**src/rtl/sq_wave_pkg.sv**
```systemverilog
// sq_wave_pkg: shared state encoding and defaults for the square-wave generator
package sq_wave_pkg;
  typedef enum logic [1:0] {IDLE, RUN, STOP} state_t;
  localparam int WIDTH_DEF = 16;
  localparam int CWIDTH_DEF = 8;
  localparam int HALF_DEF = 2000;
  localparam int MIN_HALF = 1;
endpackage

```
**src/rtl/sq_wave_gen_half_period_counter.sv**
```systemverilog
// half_period_counter: reloadable down-counter, tick_out flags a zero count
module half_period_counter
  import sq_wave_pkg::*;
#(
  parameter int WIDTH = WIDTH_DEF
) (
  input  logic             clk1,
  input  logic             rst,
  input  logic             load,
  input  logic [WIDTH-1:0] load_val,
  output logic             tick_out
);
  logic [WIDTH-1:0] cnt;
  always_ff @(posedge clk1) begin
    if (rst) cnt <= '0;
    else if (load) cnt <= load_val;
    else if (cnt != '0) cnt <= cnt - 1'b1;
  end
  assign tick_out = cnt == '0;
endmodule

```
**src/rtl/sq_wave_gen.sv**
```systemverilog
// sq_wave_gen: programmable square-wave source with burst length and graceful stop
module sq_wave_gen
  import sq_wave_pkg::*;
#(
  parameter int WIDTH = WIDTH_DEF,
  parameter int CWIDTH = CWIDTH_DEF,
  parameter int HALF_DEFAULT = HALF_DEF
) (
  input  logic              clk1,
  input  logic              rst,
  input  logic              en,
  input  logic              cfg_valid,
  output logic              cfg_ready,
  input  logic [WIDTH-1:0]  cfg_half,
  input  logic [CWIDTH-1:0] cfg_cycles,
  output logic              wave_out,
  output logic              busy,
  output logic              done,
  output logic [CWIDTH-1:0] cycle_cnt
);
  state_t state;
  logic [WIDTH-1:0] half_r, h_use;
  logic [CWIDTH-1:0] cycles_r, cnt_next;
  logic xfer, start, tick, tick_en, fall, fin, stop, load;
  assign cfg_ready = state == IDLE;
  assign busy = state != IDLE;
  assign xfer = cfg_valid & cfg_ready;
  // a transfer on the start edge must already shape that run
  assign h_use = xfer ? (cfg_half == '0 ? WIDTH'(MIN_HALF) : cfg_half) : half_r;
  assign start = (state == IDLE) & en;
  assign tick_en = busy & tick;
  assign fall = tick_en & wave_out;
  assign cnt_next = cycle_cnt + 1'b1;
  assign fin = fall & (cycles_r != '0) & (cnt_next == cycles_r);
  assign stop = fall & ((state == STOP) | ~en);
  assign load = start | tick_en;
  half_period_counter #(.WIDTH(WIDTH)) u_cnt (
    .clk1(clk1),
    .rst(rst),
    .load(load),
    .load_val(h_use - 1'b1),
    .tick_out(tick)
  );
  always_ff @(posedge clk1) begin
    if (rst) begin
      state <= IDLE;
      wave_out <= 1'b0;
      done <= 1'b0;
      cycle_cnt <= '0;
      half_r <= WIDTH'(HALF_DEFAULT);
      cycles_r <= '0;
    end else begin
      done <= fin;
      if (xfer) begin
        half_r <= h_use;
        cycles_r <= cfg_cycles;
      end
      if (start) begin
        state <= RUN;
        cycle_cnt <= '0;
      end else if (fin | stop) state <= IDLE;
      else if (state == RUN && !en) state <= STOP;
      if (tick_en) wave_out <= ~wave_out;
      if (fall) cycle_cnt <= cnt_next;
    end
  end
endmodule

```
**config.mk**
```make
export PLATFORM = sky130hd
export DESIGN_NAME = sq_wave_gen
export DESIGN_NICKNAME = d
export VERILOG_FILES = /design/src/rtl/sq_wave_pkg.sv /design/src/rtl/sq_wave_gen_half_period_counter.sv /design/src/rtl/sq_wave_gen.sv
export SDC_FILE = /design/constraint.sdc
export NUM_CORES = 1
export LEC_CHECK = 0
export ABC_AREA = 1
export CAP_MARGIN = 20
export CORE_MARGIN = 5
export CORE_UTILIZATION = 46
export DETAILED_ROUTE_END_ITERATION = 12
export PLACE_DENSITY = 0.69
export SLEW_MARGIN = 15
export SYNTH_ARGS = -nofsm -noshare
export SYNTH_HDL_FRONTEND = slang
export SYNTH_SLANG_ARGS = --single-unit
```
**constraint.sdc**
```tcl
create_clock -name clk1 -period 2.35 [get_ports clk1]
set_clock_uncertainty 0.05 [all_clocks]
set_input_delay 0.3525 -clock clk1 [delete_from_list [all_inputs] [get_ports clk1]]
set_output_delay 0.3525 -clock clk1 [all_outputs]
set_load 0.03 [all_outputs]
```
==> impl_metrics.py <==
metrics = {
    "status": {
        "outcome": "completed",
    },
    "placed_design": {
        "buffer_ports.inserted": 39,
        "dp_hpwl_um": 5660,
        "placed_area_um2": 3590,
        "globalplace.congestion": 0.908,
    },
    "routing": {
        "drtPass1Iterations": 4,
        "vias": 2998,
        "detail_route.wl_per_cell_um": 12.3,
        "wl_um": 7500,
        "ant_nets": 0,
        "viasPerCell": 4.91,
        "drt_drc_violations_left": 0,
        "drt_iter0_markers": 182,
    },
    "finish": {
        "commonest_non_fill_non_tap_cell_in_the_layout": "sky130_fd_sc_hd__nand2_1",
        "final_layout_size_suffix_gt1_frac": 0.133,
        "area_delta_synth_final_pct": 24.0,
        "filler_cell_count": 637,
        "final_cell_area_um2": 3710,
        "final_core_util": 0.585,
        "layout.cells.most_common_list": "137 x sky130_fd_sc_hd__nand2_1, 66 x sky130_fd_sc_hd__inv_1, 51 x sky130_fd_sc_hd__nor2_1, 51 x sky130_fd_sc_hd__dfxtp_1, 39 x sky130_fd_sc_hd__clkdlybuf4s50_1",
        "num-nets-final": 562,
        "n_antenna_cell": 0,
    },
    "setup_path": {
        "timing.critical_path.from": "u_cnt.cnt[8]",
        "cp_data_arrival_time_ns": 2.37,
        "critical_path.startpoint_type": "flip-flop",
        "worst_path_most_repeated_cell": "sky130_fd_sc_hd__nand2_1",
        "critical_path_required_ns": 2.56,
        "worst_setup_path_end_kind": "flip-flop",
        "crit_path_end": "u_cnt.cnt[9]",
        "path_cells": "nor2_1 > nand2_1 > nor2_2 > nand2_1 > nand2_2 > nand2_2 > buf_4 > nand2_1 > nand2_1 > nor2_1 > nand2_1 > nor2_4 > nand3_1 > nand2_1 > nand2_1 > nor2_1",
        "r2r-start": "u_cnt.cnt[8]",
        "endpoint_of_the_lowest_slack_register_to_register_path": "u_cnt.cnt[9]",
        "criticalPathCategory": "flip-flop to flip-flop",
        "rrSetupSlack_ns": 0.19,
        "critical-path-slowest-cell": "sky130_fd_sc_hd__dfxtp_1",
        "path_max_fanout": 8,
        "number_of_cells_on_the_worst_reg_to_reg_path": 16,
        "worst_path_largest_cell_delay_ns": 0.34,
    },
    "synth": {
        "ys_ff_latch": 52,
        "yosysSeqAreaShare": 0.347,
        "synth_nets": 505,
        "syn_area_um2": 3000,
        "synth.lib_cells_used.distinct": 29,
        "syn_avg_cell_area_um2": 6.31,
        "yosys_warnings": 0,
        "post_synth_inst_count": 475,
    },
    "pwr": {
        "switching_share": 0.362,
        "power_frac_clock": 0.225,
        "power.static_leakage_nw": 1.70,
        "sw_power_mw": 0.883,
        "cellPowerDensity_nw_per_um2": 656,
        "vdd.ir_drop.worst_mv": 0.312,
        "cell_internal_pwr_mw": 1.55,
        "seq_power_share": 0.420,
        "combPwrFrac": 0.355,
    },
    "grt": {
        "globalRouteTotalUtil": 0.188,
        "first_global_vias": 2856,
        "grt_max_degree": 26,
        "first_pass_grt_wire_length_um": 12900,
        "global_route.overflow_total": 0,
        "grt_antenna_before_repair": 0,
    },
    "sta": {
        "slew_viol_final": 0,
        "rsz_0062_raised_after_global_routing": "false",
        "hold_viol_final": 0,
        "post-route-min-period_ns": 2.16,
        "maxSlewHeadroom": 0.791,
        "fraction_of_the_cycle_the_final_worst_path_needs": 0.920,
        "final_hold_slack_ns": 0.439,
        "worst-slew-pin-transition_ns": 0.311,
        "clock.fmax_ghz": 0.463,
        "finalSetupTns_ns": 0,
        "setup_violations": 0,
    },
    "clocking": {
        "cts.repair.resized": 0,
        "cts_post_setup_buffers_inserted": 0,
        "cts_tree": "done",
        "clock_tree.buffer_depth": 2,
        "holdBufCountCts": 0,
        "cts.reportedPaths.clkPinSlew_ns": 0.10,
        "clock_tree.root_cell": "sky130_fd_sc_hd__clkbuf_8",
        "number_of_sinks_on_the_clock_net": 52,
        "clock_latency_late_sink_ns": 0.31,
        "cts_htree_levels": 2,
        "numCtsBuffers": 5,
    },
    "die": {
        "rows": 29,
        "core_um2": 6350,
        "die_x_um": 90.7,
        "starting_density_of_the_core": 0.472,
        "fp.dieArea_um2": 8230,
        "dieHeight_um": 90.7,
        "io_pins": 40,
    },
    "run": {
        "max_cap_viol_count": 0,
    },
    "worst_hold_path": {
        "worst_hold_startpoint": "cycle_cnt[5]",
        "hold_class": "flip-flop to flip-flop",
    },
}
==> how the worst min path moves through the flow <==
stage,end,slack [ns],depth (start not counted)
6_report,cycle_cnt[5],0.44,2
3_3_place_gp,wave_out,0.42,2
2_1_floorplan,cycles_r[0],0.41,2
4_1_cts,wave_out,0.44,2
3_5_place_dp,wave_out,0.43,2
5_1_grt,wave_out,0.47,2
==> cell families (layout without fill, tap and decap cells) <==
family | Yosys count | in the layout | share of synthesized area
and+or+nand+nor | 267 | 267 | 0.395
buffers and inverters | 85 | 143 | 0.116
AOI/OAI and AO/OA | 61 | 61 | 0.109
DFF | 52 | 52 | 0.347
xor gates and xnor gates | 8 | 8 | 0.0234
adders and majority gates | 2 | 2 | 0.00835
==> metal layers <==
metal	GRT usage	vias to the layer above	wire, um
li1	-	1599	-
met1	0.247	1319	3440
met2	0.305	74	3450
met3	0.0375	6	515
met4	0.0608	0	87
met5	0	-	0
==> cells in the mapped netlist, drive strengths merged <==
library cell	count	area [um2]
nand2	149	592
inv	70	263
nor2	60	258
dfxtp	52	1040
nand3	35	180
o21ai	31	170
a21oi	25	125
buf	9	63.8
nand4	8	50.1
xor2	8	70.1
clkbuf	6	22.5
or2	6	37.5
nor3	5	25.0
a31oi	4	25.0
nand3b	3	35.0
ha	2	25.0
a211oi	1	7.51
nor4	1	6.26
==> critical path: cells and delay by family, from the launching register on <==
kind / cells / cell delay, ns
AND/OR/NAND/NOR: 15 / 1.53
buffers and inverters: 1 / 0.17
flip-flops: 1 / 0.34
==> power groups by stage <==
stage | Clock, mW | Sequential [mW] | Combinational [mW]
after floorplan | 0 | 1.03 | 0.580
after global placement | 0 | 1.04 | 0.816
after detailed placement | 0 | 1.04 | 0.832
after CTS | 0.560 | 1.02 | 0.836
after global routing | 0.600 | 1.03 | 0.973
final | 0.548 | 1.02 | 0.865
==> area by class of cell <==
type	instances	area [um2]	share of cell area
Clock buffer	7	86.3	0.0232
Clock inverter	1	7.51	0.00202
Inverter	70	263	0.0707
Multi-Input combinational cell	338	1630	0.440
Sequential cell	52	1040	0.281
Tap cell	77	96.3	0.0259
Timing Repair Buffer	65	586	0.158
==> flip-flops by register name, summed over array words and instances (netlist names) <==
register / flops
state: 2
u_cnt.cnt: 16
cycle_cnt: 8
done: 1
wave_out: 1
cycles_r: 8
half_r: 16
==> metrics by stage <==
step	worst slack, ns	std cells	power (mW)
after global routing	0.00438	610	2.61
after floorplan	0.119	475	1.61
final	0.189	610	2.44
after global placement	-0.0138	602	1.86
after CTS	0.120	610	2.42
after detailed placement	-0.104	602	1.88
No activity file was read; power rests on OpenSTA's default activity.
